<file path="src/rtl/hilo_muldiv_unit.sv">
// hilo_muldiv_unit: iterative multiply/divide engine with the HI/LO register pair.
// One operation takes WIDTH iterations in CALC followed by a single FIX cycle,
// in which the sign correction is applied and HI/LO are written.
module hilo_muldiv_unit #(
  parameter int WIDTH = 32
) (
  input  logic             clock,
  input  logic             reset,
  input  logic             start,
  input  logic [1:0]       op,
  input  logic [WIDTH-1:0] operand_a,
  input  logic [WIDTH-1:0] operand_b,
  input  logic             mthi,
  input  logic             mtlo,
  input  logic             rd_sel,
  output logic [WIDTH-1:0] rd_data,
  output logic             busy,
  output logic             done,
  output logic             div_zero
);

  localparam int CW = (WIDTH > 1) ? $clog2(WIDTH) : 1;
  localparam logic [CW-1:0]        CNT_LAST = CW'(WIDTH - 1);
  localparam logic [CW-1:0]        CNT_ONE  = CW'(1);
  localparam logic [WIDTH-1:0]     ONE_W    = WIDTH'(1);
  localparam logic [2*WIDTH-1:0]   ONE_2W   = (2*WIDTH)'(1);
  localparam logic [WIDTH-1:0]     ZERO_W   = {WIDTH{1'b0}};
  localparam logic [WIDTH-1:0]     ONES_W   = {WIDTH{1'b1}};

  typedef enum logic [1:0] {
    S_IDLE = 2'd0,
    S_CALC = 2'd1,
    S_FIX  = 2'd2
  } state_t;

  // Absolute value of an operand; only negative values of a signed op are flipped.
  function automatic logic [WIDTH-1:0] magnitude(input logic [WIDTH-1:0] v, input logic is_signed);
    if (is_signed && v[WIDTH-1]) begin
      magnitude = ~v + ONE_W;
    end else begin
      magnitude = v;
    end
  endfunction

  // Two's complement negation of a WIDTH-bit value when neg is set.
  function automatic logic [WIDTH-1:0] cond_neg_w(input logic [WIDTH-1:0] v, input logic neg);
    if (neg) begin
      cond_neg_w = ~v + ONE_W;
    end else begin
      cond_neg_w = v;
    end
  endfunction

  // Two's complement negation of a 2*WIDTH-bit value when neg is set.
  function automatic logic [2*WIDTH-1:0] cond_neg_2w(input logic [2*WIDTH-1:0] v, input logic neg);
    if (neg) begin
      cond_neg_2w = ~v + ONE_2W;
    end else begin
      cond_neg_2w = v;
    end
  endfunction

  state_t               state_q,    state_d;
  logic [CW-1:0]        count_q,    count_d;
  logic [2*WIDTH-1:0]   acc_q,      acc_d;       // mult: {partial, multiplier}; div: {remainder, quotient}
  logic [WIDTH-1:0]     opnd_q,     opnd_d;      // multiplicand magnitude or divisor magnitude
  logic [WIDTH-1:0]     a_raw_q,    a_raw_d;     // raw dividend, returned in HI on divide-by-zero
  logic                 is_div_q,   is_div_d;
  logic                 neg_res_q,  neg_res_d;   // product/quotient must be negated
  logic                 neg_rem_q,  neg_rem_d;   // remainder must be negated
  logic                 dz_q,       dz_d;        // divisor was zero at accept
  logic [WIDTH-1:0]     hi_q,       hi_d;
  logic [WIDTH-1:0]     lo_q,       lo_d;
  logic                 done_q,     done_d;
  logic                 div_zero_q, div_zero_d;

  // Datapath for one iteration and the final sign correction.
  logic [WIDTH:0]       mul_sum_s;
  logic [2*WIDTH-1:0]   mul_next_s;
  logic [WIDTH:0]       div_shift_s;
  logic [WIDTH:0]       div_diff_s;
  logic [2*WIDTH-1:0]   div_next_s;
  logic [2*WIDTH-1:0]   prod_fix_s;
  logic [WIDTH-1:0]     quo_fix_s;
  logic [WIDTH-1:0]     rem_fix_s;
  logic                 signed_op_s;

  assign signed_op_s = ~op[0];

  // Shift-add: add multiplicand to the upper half when the current multiplier bit is set, then shift right.
  assign mul_sum_s  = {1'b0, acc_q[2*WIDTH-1:WIDTH]} + (acc_q[0] ? {1'b0, opnd_q} : {(WIDTH+1){1'b0}});
  assign mul_next_s = {mul_sum_s, acc_q[WIDTH-1:1]};

  // Restoring divide: shift the next dividend bit into the remainder and try subtracting the divisor.
  assign div_shift_s = {acc_q[2*WIDTH-1:WIDTH], acc_q[WIDTH-1]};
  assign div_diff_s  = div_shift_s - {1'b0, opnd_q};
  assign div_next_s  = div_diff_s[WIDTH] ? {div_shift_s[WIDTH-1:0], acc_q[WIDTH-2:0], 1'b0}
                                         : {div_diff_s[WIDTH-1:0],  acc_q[WIDTH-2:0], 1'b1};

  assign prod_fix_s = cond_neg_2w(acc_q, neg_res_q);
  assign quo_fix_s  = cond_neg_w(acc_q[WIDTH-1:0], neg_res_q);
  assign rem_fix_s  = cond_neg_w(acc_q[2*WIDTH-1:WIDTH], neg_rem_q);

  // Next-state, iteration and HI/LO update logic.
  always_comb begin
    state_d    = state_q;
    count_d    = count_q;
    acc_d      = acc_q;
    opnd_d     = opnd_q;
    a_raw_d    = a_raw_q;
    is_div_d   = is_div_q;
    neg_res_d  = neg_res_q;
    neg_rem_d  = neg_rem_q;
    dz_d       = dz_q;
    hi_d       = hi_q;
    lo_d       = lo_q;
    done_d     = 1'b0;
    div_zero_d = 1'b0;
    case (state_q)
      S_IDLE: begin
        if (start) begin
          // Accept: latch everything the operation needs; moves to HI/LO are dropped.
          state_d   = S_CALC;
          count_d   = {CW{1'b0}};
          is_div_d  = op[1];
          neg_res_d = signed_op_s & (operand_a[WIDTH-1] ^ operand_b[WIDTH-1]);
          neg_rem_d = signed_op_s & operand_a[WIDTH-1];
          dz_d      = op[1] & (operand_b == ZERO_W);
          a_raw_d   = operand_a;
          if (op[1]) begin
            acc_d  = {ZERO_W, magnitude(operand_a, signed_op_s)};
            opnd_d = magnitude(operand_b, signed_op_s);
          end else begin
            acc_d  = {ZERO_W, magnitude(operand_b, signed_op_s)};
            opnd_d = magnitude(operand_a, signed_op_s);
          end
        end else begin
          if (mthi) begin
            hi_d = operand_a;
          end else begin
            hi_d = hi_q;
          end
          if (mtlo) begin
            lo_d = operand_a;
          end else begin
            lo_d = lo_q;
          end
        end
      end
      S_CALC: begin
        if (is_div_q) begin
          acc_d = div_next_s;
        end else begin
          acc_d = mul_next_s;
        end
        if (count_q == CNT_LAST) begin
          state_d = S_FIX;
          count_d = {CW{1'b0}};
        end else begin
          count_d = count_q + CNT_ONE;
        end
      end
      S_FIX: begin
        state_d = S_IDLE;
        done_d  = 1'b1;
        if (is_div_q) begin
          if (dz_q) begin
            hi_d       = a_raw_q;
            lo_d       = ONES_W;
            div_zero_d = 1'b1;
          end else begin
            hi_d = rem_fix_s;
            lo_d = quo_fix_s;
          end
        end else begin
          hi_d = prod_fix_s[2*WIDTH-1:WIDTH];
          lo_d = prod_fix_s[WIDTH-1:0];
        end
      end
      default: begin
        state_d = S_IDLE;
        count_d = {CW{1'b0}};
      end
    endcase
  end

  // State and data registers with synchronous reset.
  always_ff @(posedge clock) begin
    if (reset) begin
      state_q    <= S_IDLE;
      count_q    <= {CW{1'b0}};
      acc_q      <= {(2*WIDTH){1'b0}};
      opnd_q     <= ZERO_W;
      a_raw_q    <= ZERO_W;
      is_div_q   <= 1'b0;
      neg_res_q  <= 1'b0;
      neg_rem_q  <= 1'b0;
      dz_q       <= 1'b0;
      hi_q       <= ZERO_W;
      lo_q       <= ZERO_W;
      done_q     <= 1'b0;
      div_zero_q <= 1'b0;
    end else begin
      state_q    <= state_d;
      count_q    <= count_d;
      acc_q      <= acc_d;
      opnd_q     <= opnd_d;
      a_raw_q    <= a_raw_d;
      is_div_q   <= is_div_d;
      neg_res_q  <= neg_res_d;
      neg_rem_q  <= neg_rem_d;
      dz_q       <= dz_d;
      hi_q       <= hi_d;
      lo_q       <= lo_d;
      done_q     <= done_d;
      div_zero_q <= div_zero_d;
    end
  end

  assign busy     = (state_q != S_IDLE);
  assign done     = done_q;
  assign div_zero = div_zero_q;
  assign rd_data  = rd_sel ? hi_q : lo_q;

endmodule

</file>
<file path="config.mk">
export PLATFORM = sky130hd
export DESIGN_NAME = hilo_muldiv_unit
export DESIGN_NICKNAME = d
export VERILOG_FILES = /design/src/rtl/hilo_muldiv_unit.sv
export SDC_FILE = /design/constraint.sdc
export NUM_CORES = 1
export LEC_CHECK = 0
export ABC_AREA = 0
export CORE_MARGIN = 4
export CORE_UTILIZATION = 47
export CTS_CLUSTER_DIAMETER = 80
export DETAILED_ROUTE_END_ITERATION = 12
export PLACE_DENSITY = 0.71
export SYNTH_ARGS = -nofsm -noshare
export SYNTH_HDL_FRONTEND = slang
export SYNTH_SLANG_ARGS = --single-unit
</file>
<file path="constraint.sdc">
create_clock -name clock -period 6.35 [get_ports clock]
set_input_delay 1.27 -clock clock [delete_from_list [all_inputs] [get_ports clock]]
set_output_delay 1.27 -clock clock [all_outputs]
set_load 0.01 [all_outputs]
</file>
==> impl_results.md, run 1 <==
* Share of cells above drive strength 1 at between 6 and 7%
* Clock root buffer master: clkbuf_16
* Category of the worst setup path launch point: primary input
* CP most frequent cell: clkdlybuf4s50_1
* Final worst path period need at 4.761 ns
* Area enclosed by the die boundary at between 30000 and 40000 um^2
* Maximum fanout count along the critical path at 18
* Routed vias at around 18000
* Crit path capture type: output port
* Multi-input gate area at ~12000 um^2
* TritonCTS clock tree: done
* Number of setup buffers added after CTS at 0
* Antenna violations before repair at 1
* Data arrival time of the critical path at 3.49 ns
* CTS resizes at 0
* Number of detailed-routing iterations run before antenna repair at 7
* Layout area overhead at 11.56%
* Max Cap Violations at 0
* GR Overflow Total at 0
* Post-synthesis cell type count at 80
* Syn_nets at 2512
* Number of enable flip-flop cells after synthesis at 0
* Number of pins with negative max-slew slack in the final report at 0
* Unrepaired setup endpoints after global routing: false
* Syn Std Cell Area at approximately 17000 um^2
* Final setup violating endpoints at 0
* Cell Chain, Critical Path: clkdlybuf4s50_1, buf_4, mux2_2, clkdlybuf4s50_1
* Fmax at around 0.21 GHz
* Number of inserted filler cells in the final layout at approximately 3500
* Slowest CP cell: clkdlybuf4s50_1
* Via density at 6.529
* Wire length of the first global-routing pass at 99230 um
* Wirelength, routed at ~66000 um
* Worst Max-Slew Pin Slew at 1.313 ns
* Relative slew slack at between 10% and 20%
* Worst hold slack at about 0.45 ns
* Power per unit of standard cell area at 212.0 nW/um^2
* Worst voltage drop across the vdd grid at approximately 0.00022 V
* Power consumption at between 4 and 5 mW
* CTS max path bufs at 3
* Hold buffers post-CTS at 0
* Final period util at 74.98%
* Sequential cell area at roughly 4100 um^2
* Clock-pin transition on the worst setup and hold timing paths at ~0.060 ns
* Number of nets in the finished design at around 2500
* Sequential element share of the synthesized area at 23.78%
* Run status: finished clean
* Highest-count cells in the layout ignoring fill and taps: 296 x nand2_1, 255 x a21oi_1, 207 x nor2_1
* Post-DRT Antenna Nets at 0
* Clock Sink Count at 205
* Final setup skew at 0.01748 ns
* Dominant synthesized flop cell: dfxtp_1
* Number of I/O port buffers at 106
* Core area at between 30000 and 40000 um^2
* Critical Path RT at 5.08 ns
* Post-Synthesis Cells at between 2000 and 2500
* Most common cell after layout, fill and taps aside: nand2_1
* Classification of the worst setup path: in2out
* Synthesized area per cell at 7.288 um^2
* Total routing resource utilization after global routing at between 30% and 40%
* Largest net degree at the start of global routing at between 60 and 70
* Hold Violations, Final at 0
* Fraction of registers with async set or reset after synthesis at 0%
* Flip-flop and latch count after synthesis at between 200 and 250
* Die X at 199.6 um
* Static leakage at 7.189 nW
* DRC at 0
* Vias in the first global route at around 17000
* Number of clock buffers inserted by TritonCTS at 25
* Final total negative setup slack at 0 ns
* Detailed Place HPWL at between 40000 and 50000 um
* IO Count at between 100 and 150
* Iteration-0 DRC Markers at 2149
* Number of warnings reported in the yosys synthesis log at 0
* Initial Utilization at 48.06%
* Maximum level of the CTS H-tree at 1
* Weighted congestion at the end of routability-driven global placement at between 0.9 and 1
* Die Height at about 200 um
* Number of cell rows at roughly 70
* Min-delay worst type: reg2reg
* Worst-Skew Late Latency at around 0.55 ns
* CP peak stage delay at 1.00 ns
* Routed WL per cell at ~23 um
## kinds of logic (layout without fill, tap and decap cells)
group / after synthesis / in the layout / synth area share [%]
other cells: 0 / 1 / 0
mux: 105 / 105 / 6.329
fa+ha+maj: 72 / 72 / 5.307
simple gates: 760 / 760 / 20.76
buf+inv: 262 / 241 / 5.836
compound gates: 762 / 762 / 27.74
xor+xnor: 202 / 202 / 10.25
flops: 205 / 205 / 23.78
## through the flow
step | std cells | setup slack, ns | utilization [%] | area, um^2
final | 2809 | 1.589 | 53.61 | 19250
after global routing | 2809 | 1.532 | 53.61 | 19250
after CTS | 2808 | 1.612 | 53.60 | 19250
after detailed placement | 2764 | 1.612 | 51.19 | 18390
after global placement | 2764 | 1.733 | 51.19 | 18390
after floorplan | 2368 | 2.674 | - | 17260
## where the power goes
part / internal (mW) / total, mW / switching, mW
Sequential: 1.36 / 1.47 / 0.107
Combinational: 0.408 / 1.07 / 0.665
Clock: 0.917 / 1.54 / 0.620
Total: 2.69 / 4.08 / 1.39
## area by class of cell
class	count	area share [%]
clock buffer	32	3.704
antenna	1	0.01300
multi-input combinational	1901	63.40
clock inverter	12	0.7928
sequential	205	21.34
inverter	65	1.267
tap	461	2.996
timing repair buffer	132	6.486
## critical path, delay by kind of cell
kind / cells / cell delay, ns
multiplexers: 1 / 0.37
buffers and inverters: 3 / 1.85
## state kept, by name, summed over array words and instances, names as in the netlist, 2 cells and up
register and flops:
state_q 2, acc_q 64, lo_q 32, opnd_q 32, hi_q 32, count_q 5
a_raw_q 32
## worst paths after layout
path / to / from / cells after the start / slack (ns)
worst max-delay path: rd_data[26] / rd_sel / 4 / 1.59
worst min-delay path: lo_q[19]$_SDFFE_PP0P_ / lo_q[19]$_SDFFE_PP0P_ / 2 / 0.45
worst max register to register: acc_q[59]$_SDFFE_PP0P_ / acc_q[38]$_SDFFE_PP0P_ / 10 / 1.82
worst min register to register: lo_q[19]$_SDFFE_PP0P_ / lo_q[19]$_SDFFE_PP0P_ / 2 / 0.45
## metal layers
| layer | global-route usage (%) | part of all wire [%] | vias up |
|---|---|---|---|
| met5 | 0 | 0 | - |
| met4 | 9.610 | 3.7 | 0 |
| met3 | 5.109 | 11 | 175 |
| met2 | 47.83 | 43 | 1038 |
| met1 | 45.83 | 43 | 8675 |
| li1 | - | - | 8451 |
## cells in the mapped netlist, types with 17 or more instances
library cell | n | area share (%)
ha_1 | 70 | 5.1
a21oi_1 | 255 | 7.4
a21o_1 | 24 | 1.0
nand4_1 | 17 | 0.62
o21ai_0 | 172 | 5.0
nor2b_1 | 22 | 0.80
nand3_1 | 26 | 0.75
o211ai_1 | 30 | 1.3
mux2i_1 | 72 | 4.2
inv_1 | 64 | 1.4
a22oi_1 | 25 | 1.1
o31ai_1 | 24 | 1.0
xnor2_1 | 133 | 6.7
mux2_2 | 33 | 2.2
nor3_1 | 66 | 1.9
a211oi_1 | 36 | 1.6
o221ai_1 | 36 | 1.8
dfxtp_1 | 205 | 24
o21ai_1 | 20 | 0.58
nand2_1 | 298 | 6.5
clkbuf_1 | 163 | 3.5
buf_1 | 25 | 0.54
xor2_1 | 69 | 3.5
o22ai_1 | 18 | 0.65
nor2_1 | 210 | 4.6
o41ai_1 | 18 | 0.91
Power figures use the tool's default switching activity.
==> inputs of run 2 (changes only) <==
Clock period 6.35 ns to 4.7 ns, I/O delays scaled along.
==> run 2 against run 1 <==
Against the previous run: sequential power grew 35%; worst hold slack got worse by 0.0015 ns; flip-flop and latch count is the same; routed wire length grew 2.7%; non-clock buffer count rose by 30; count of clock-buffer cells in the layout rose by 5; core utilization is 0.63 points higher; register-to-register slack got worse by 1.0 ns; combinational power up 39%; global-route usage increased by 0.97 points; die area stayed put; largest power group unchanged; highest routed layer is now met5.
==> impl_results.md, run 2 (synthesis results as in run 1) <==
* Post-DRT Antenna Nets at 0 (unchanged)
* Max Cap Violations at 0 (unchanged)
* TritonCTS clock tree: done
* Maximum fanout count along the critical path at 28 (+10)
* Slowest CP cell: o41ai_1
* Vias in the first global route at 17250 (+3.4%)
* CTS max path bufs at 3 (unchanged)
* Share of cells above drive strength 1 at 7.941% (+1.2 points)
* Static leakage at 7.328 nW (+1.9%)
* Number of pins with negative max-slew slack in the final report at 0 (unchanged)
* Number of flip-flops under the largest register name at 64 (unchanged)
* Routed vias at 18800 (+2.5%)
* IO Count at 107 (unchanged)
* Number of detailed-routing iterations run before antenna repair at 6 (-1)
* Power per unit of standard cell area at 285.2 nW/um^2 (+35%)
* Number of inserted filler cells in the final layout at 3427 (-2.4%)
* Antenna violations before repair at 3 (+2)
* Die Height at 199.6 um (unchanged)
* Core area at 35910 um^2 (unchanged)
* Final setup violating endpoints at 0 (unchanged)
* CP most frequent cell: inv_1
* Final setup skew at 0.01626 ns (-0.001217 ns)
* Category of cells accounting for the largest share of critical-path delay: compound AO/OA/AOI/OAI gates
* Cell Chain, Critical Path: inv_1, buf_4, nor2_1, ha_1, o211ai_1, inv_1, a21boi_0, o21ai_0, a211oi_1, o41ai_1, xor2_1, a22oi_1, a32oi_1
* CP peak stage delay at 0.72 ns (-0.28 ns)
* Fmax at around 0.26 GHz
* Layout Cells excl Fill at 2842 (+1.2%)
* Sequential cell area at 4109 um^2 (unchanged)
* Routed WL per cell at 23.75 um (+1.5%)
* Detailed Place HPWL at 49870 um (+2.3%)
* Wirelength, routed at 67480 um (+2.7%)
* Maximum level of the CTS H-tree at 1 (unchanged)
* Post-detailed-placement cell area at 18600 um^2 (+1.2%)
* Multi-input gate area at 12200 um^2 (about the same)
* Most common cell after layout, fill and taps aside: nand2_1
* Worst voltage drop across the vdd grid at 0.0002634 V (+20%)
* Relative slew slack at 10.03% (-2.3 points)
* Area enclosed by the die boundary at 39850 um^2 (unchanged)
* GR Overflow Total at 0 (unchanged)
* Total routing resource utilization after global routing at 32.47% (+0.97 points)
* Iteration-0 DRC Markers at 2557 (+19%)
* Largest register by flop count: acc_q
* Buffering stage count on the worst path with inverters included at 3 (unchanged)
* Cell internal power dissipation at 3.613 mW (+34%)
* CTS resizes at 0 (unchanged)
* Number of nets in the finished design at 2505 (+1.3%)
* Critical Path RT at 5.19 ns (+0.11 ns)
* Layout area overhead at 12.86%
* Via density at 6.614 (+1.3%)
* Hold buffers post-CTS at 0 (unchanged)
* Clock Sink Count at 205 (unchanged)
* Worst Max-Slew Pin Slew at 1.348 ns (+0.03422 ns)
* Run status: finished clean
* Min-delay worst type: reg2reg
* Highest-count cells in the layout ignoring fill and taps: 296 x nand2_1, 255 x a21oi_1, 207 x nor2_1
* Category of the worst setup path launch point: register
* Final period util at 82.81%
* Data arrival time of the critical path at 4.38 ns (+0.89 ns)
* Sequential group share of total power at 35.7% (-0.4 points)
* Proportion of total power due to net switching at 34.97% (+0.86 points)
* Final Cell Area at 19480 um^2 (+1.2%)
* Logic gate share of total power at 26.9% (+0.6 points)
* Crit path capture type: register
* Number of clock buffers inserted by TritonCTS at 26 (+4.0%)
* Clock-pin transition on the worst setup and hold timing paths at 0.07 ns (about the same)
* Number of cell rows at 69 (unchanged)
* Instance count after placement with tap cells included at 2794 (+1.1%)
* Clk network pwr share at 37.4% (-0.3 points)
* Hold Violations, Final at 0 (unchanged)
* Largest net degree at the start of global routing at 73 (+9.0%)
* Final total negative setup slack at 0 ns (unchanged)
* Final worst path period need at approximately 3.9 ns
* Classification of the worst setup path: reg2reg
* DRC at 0 (unchanged)
* Net switching power figure at 1.943 mW (+40%)
* Number of setup buffers added after CTS at 0 (unchanged)
* Initial Utilization at 48.06% (unchanged)
* Wire length of the first global-routing pass at 102400 um (+3.2%)
* Number of I/O port buffers at 106 (unchanged)
* Unrepaired setup endpoints after global routing: false
* Worst-Skew Late Latency at 0.56 ns (about the same)
* Weighted congestion at the end of routability-driven global placement at 1.034 (+6.0%)
* Clock root buffer master: clkbuf_16
* Die X at 199.6 um (unchanged)
[run 2: changes by cell type in the layout (fill, tap and decap cells not counted), sizes merged]
cell      previous run  this run
clkinvlp             1         4
clkbuf              32        37
buf                 28        58
bufinv               3         1
clkinv               6         4
inv                 67        66
[run 2: final timing paths]
check                                              from                 endpoint  slack, ns  cells past startpoint
worst min register to register  opnd_q[18]$_SDFFE_PP0P_  opnd_q[18]$_SDFFE_PP0P_       0.45                      2
worst min-delay path            opnd_q[18]$_SDFFE_PP0P_  opnd_q[18]$_SDFFE_PP0P_       0.45                      2
worst max register to register    acc_q[0]$_SDFFE_PP0P_   acc_q[62]$_SDFFE_PP0P_       0.81                     13
worst max-delay path              acc_q[0]$_SDFFE_PP0P_   acc_q[62]$_SDFFE_PP0P_       0.81                     13
[run 2: stage by stage]
step | hold WS [ns] | setup WS (ns) | total power [mW] | utilization (%)
after floorplan | 0.4295 | 1.354 | 2.932 | -
after global placement | 0.4395 | 0.6253 | 3.431 | 51.79
after detailed placement | 0.4411 | 0.5598 | 3.454 | 51.79
after CTS | 0.4499 | 0.8723 | 5.500 | 54.23
after global routing | 0.4700 | 0.5567 | 5.737 | 54.24
final | 0.4497 | 0.8079 | 5.556 | 54.24
[run 2: power groups by stage]
| stage | sequential [mW] | combinational [mW] | clock, mW |
|---|---|---|---|
| 2_1_floorplan | 1.94 | 0.997 | 0 |
| 3_3_place_gp | 2.01 | 1.42 | 0 |
| 3_5_place_dp | 2.01 | 1.44 | 0 |
| 4_1_cts | 1.98 | 1.45 | 2.08 |
| 5_1_grt | 1.99 | 1.60 | 2.14 |
| 6_report | 1.99 | 1.49 | 2.08 |
[run 2: layout make-up]
cell class / instances / area share (%)
multi-input combinational: 1901 / 62.62
sequential: 205 / 21.09
timing repair buffer: 162 / 7.567
clock buffer: 37 / 3.970
tap: 461 / 2.961
inverter: 65 / 1.253
clock inverter: 10 / 0.5267
antenna: 1 / 0.01285
[run 2: worst register-to-register path, delay by kind of cell, from the launching register on]
| family | cells | cell delay (ns) |
|---|---|---|
| compound gates | 7 | 2.06 |
| buf+inv | 3 | 0.69 |
| flops | 1 | 0.40 |
| fa+ha+maj | 1 | 0.37 |
| xor+xnor | 1 | 0.20 |
| simple gates | 1 | 0.09 |
[run 2: layer usage]
| metal | wire length, um | up-vias | part of all wire [%] | track usage [%] |
|---|---|---|---|---|
| li1 | - | 8527 | - | - |
| met1 | 27970 | 8862 | 41 | 45.47 |
| met2 | 28080 | 1149 | 42 | 47.69 |
| met3 | 7842 | 254 | 12 | 7.941 |
| met4 | 3554 | 4 | 5.3 | 13.48 |
| met5 | 34 | - | 0.050 | 0 |
==> inputs of run 3 (changes only) <==
Settings changed: PLACE_DENSITY 0.71 to 0.73.
Clock period 4.7 ns to 3.1 ns, I/O delays scaled along.
==> run 3 against run 2 <==
Against the previous run: flip-flop and latch count did not move; non-clock buffer count rose by 234; worst hold slack improved by 0.0026 ns; first-iteration DRC count rose by 3.7%; clock power rose by 55%; cell count rose by 8.1%; sequential power rose by 49%; die area did not move; sequential share of layout area fell by 2.2 points; via count rose by 6.2%; cell area rose by 12%; clock skew rose by 0.0010 ns.
==> impl_results.md, run 3 (synthesis results as in run 1) <==
* Crit path capture type: register
* Wirelength, routed at 71030 um (+5.3%)
* Number of nets in the finished design at 2737 (+9.3%)
* Iteration-0 DRC Markers at 2652 (+3.7%)
* Post-detailed-placement cell area at 20380 um^2 (+9.5%)
* Fmax at 0.3264 GHz (+27%)
* GR Overflow Total at 0 (unchanged)
* Final worst-path setup slack at 0.03667 ns (-0.7713 ns)
* Post-DRT Antenna Nets at 0 (unchanged)
* Die X at 199.6 um (unchanged)
* Max Cap Violations at 0 (unchanged)
* Via density at 6.495 (-1.8%)
* CP peak stage delay at 0.37 ns (-0.35 ns)
* FF-to-FF path depth at 14 (+1)
* Clock root buffer master: clkbuf_16
* DRC at 0 (unchanged)
* Hold buffers post-CTS at 0 (unchanged)
* TritonCTS clock tree: done
* Routed vias at 19960 (+6.2%)
* Power per unit of standard cell area at 406.9 nW/um^2 (+43%)
* GRT Max-Usage Layer: met2
* Unrepaired setup endpoints after global routing: true
* Final setup violating endpoints at 0 (unchanged)
* Maximum fanout count along the critical path at 6 (-79%)
* Number of cell rows at 69 (unchanged)
* Layout area overhead at 26.33%
* CTS max path bufs at 3 (unchanged)
* Hold path depth at 2 (unchanged)
* Core area at 35910 um^2 (unchanged)
* Worst voltage drop across the vdd grid at 0.0003975 V (+51%)
* Routed WL per cell at 23.11 um (-2.7%)
* Share of cells above drive strength 1 at 19.11% (+11 points)
* Number of clock buffers inserted by TritonCTS at 24 (-7.7%)
* R2r endpoint: acc_q[0]$_SDFFE_PP0P_
* Hold Violations, Final at 0 (unchanged)
* GR met3 Demand/Resource at 9.712% (+1.8 points)
* Slowest CP cell: o211ai_1
* Number of I/O port buffers at 106 (unchanged)
* Category of cells accounting for the largest share of critical-path delay: compound AO/OA/AOI/OAI gates
* Classification of the worst setup path: reg2reg
* Number of flip-flops under the largest register name at 64 (unchanged)
* Critical register-to-register path startpoint: acc_q[31]$_SDFFE_PP0P_
* Number of detailed-routing iterations run before antenna repair at 7 (+1)
* CP most frequent cell: o211ai_1
* Met2 demand-to-capacity share in global routing at 50.39% (+2.7 points)
* Number of pins with negative max-slew slack in the final report at 0 (unchanged)
* Antenna violations before repair at 2 (-1)
* Total routing resource utilization after global routing at 33.86% (+1.4 points)
* Final setup skew at 0.01729 ns (+0.001032 ns)
* IO Count at 107 (unchanged)
* Final worst path period need at 3.063 ns (-0.8287 ns)
* Buffering stage count on the worst path with inverters included at 3 (unchanged)
* Maximum level of the CTS H-tree at 1 (unchanged)
* Met1 track demand over resource at 46.57% (+1.1 points)
* Run status: finished clean
* Wire length of the first global-routing pass at 107000 um (+4.5%)
* Die Height at 199.6 um (unchanged)
* Worst-Skew Late Latency at 0.54 ns (-0.02 ns)
* Largest register by flop count: acc_q
* Critical Path RT at 3.57 ns (-1.62 ns)
* Clock-pin transition on the worst setup and hold timing paths at 0.07 ns (about the same)
* Worst Max-Slew Pin Slew at 0.9520 ns (-0.3956 ns)
* Area enclosed by the die boundary at 39850 um^2 (unchanged)
* Highest-count cells in the layout ignoring fill and taps: 294 x nand2_1, 279 x buf_4, 251 x a21oi_1
* Relative slew slack at 36.52% (+26 points)
* Final period util at 98.82% (+16 points)
* Clock Sink Count at 205 (unchanged)
* R2R setup slack at 0.04 ns (-0.77 ns)
* Category of the worst setup path launch point: register
* Most common cell after layout, fill and taps aside: nand2_1
* Post-layout utilization of the core at 60.71% (+6.5 points)
* Hold Path Origin: lo_q[23]$_SDFFE_PP0P_
* Post-placement worst setup slack at -0.5353 ns (-1.095 ns)
* Largest net degree at the start of global routing at 100 (+37%)
* Final Cell Area at 21800 um^2 (+12%)
* Weighted congestion at the end of routability-driven global placement at 1.108 (+7.1%)
* Data arrival time of the critical path at 3.53 ns (-0.85 ns)
* Initial Utilization at 48.06% (unchanged)
* Detailed Place HPWL at 53630 um (+7.6%)
* Cell Chain, Critical Path: inv_1, ha_4, fa_2, nor2b_4, o31a_1, o211ai_1, nand4_1, nand2_2, mux2_4, nor3_2, buf_4, buf_6, o211ai_1, a21oi_1
* Vias in the first global route at 18570 (+7.6%)
* Static leakage at 8.614 nW (+18%)
* Hold Path Sink: lo_q[23]$_SDFFE_PP0P_
* Min-delay worst type: reg2reg
-- run 3: worst max path at each step --
stage,slack (ns),start,endpoint,cells past startpoint
finish,0.04,acc_q[31]$_SDFFE_PP0P_,acc_q[0]$_SDFFE_PP0P_,14
global route,-0.09,acc_q[0]$_SDFFE_PP0P_,acc_q[60]$_SDFFE_PP0P_,16
CTS,-0.005,opnd_q[2]$_SDFFE_PP0P_,acc_q[0]$_SDFFE_PP0P_,14
detailed placement,-0.54,operand_a[0],acc_q[29]$_SDFFE_PP0P_,9
global placement,-0.43,operand_a[0],acc_q[25]$_SDFFE_PP0P_,10
floorplan,0.02,acc_q[31]$_SDFFE_PP0P_,acc_q[49]$_SDFFE_PP0P_,13
-- run 3: cell type report --
cell class	instances	area (um^2)
inverter	65	246.5
sequential	205	4120
tap	461	576.8
antenna	1	2.502
multi-input combinational	1901	12630
clock buffer	30	664.4
clock inverter	14	211.5
fill	3206	14110
timing repair buffer	396	3347
-- run 3: metrics by stage --
step / std cells / TNS, ns / hold slack (ns) / total power, mW
finish: 3073 / 0 / 0.4523 / 8.873
global route: 3073 / -0.2377 / 0.4727 / 9.130
CTS: 3065 / -0.005080 / 0.4517 / 8.679
detailed placement: 3020 / -15.25 / 0.4436 / 5.483
global placement: 3020 / -10.59 / 0.4393 / 5.438
floorplan: 2368 / 0 / 0.4295 / 4.445
-- run 3: layer usage --
layer,vias up,wire [um]
met1,9294,27860
met5,-,0
met2,1381,29900
met3,286,9600
met4,0,3671
li1,8997,-
-- run 3: power breakdown --
part           switching (mW)  internal, mW
Sequential              0.163          2.80
Combinational            1.58          1.10
Clock                    1.29          1.94
-- run 3: tightest hold or removal path, stage by stage, from the launching register on --
cell and delay [ns]:
dfxtp_1 0.31, nand2_1 0.05, a21oi_1 0.05
-- run 3: what timing repair did --
item | CTS | global route
resized for setup | 25 | 98
pin swaps | 5 | 36
gates cloned | 0 | 1
hold endpoints to repair | 0 | 0
setup endpoints to repair | 33 | 68
setup buffers | 1 | 6
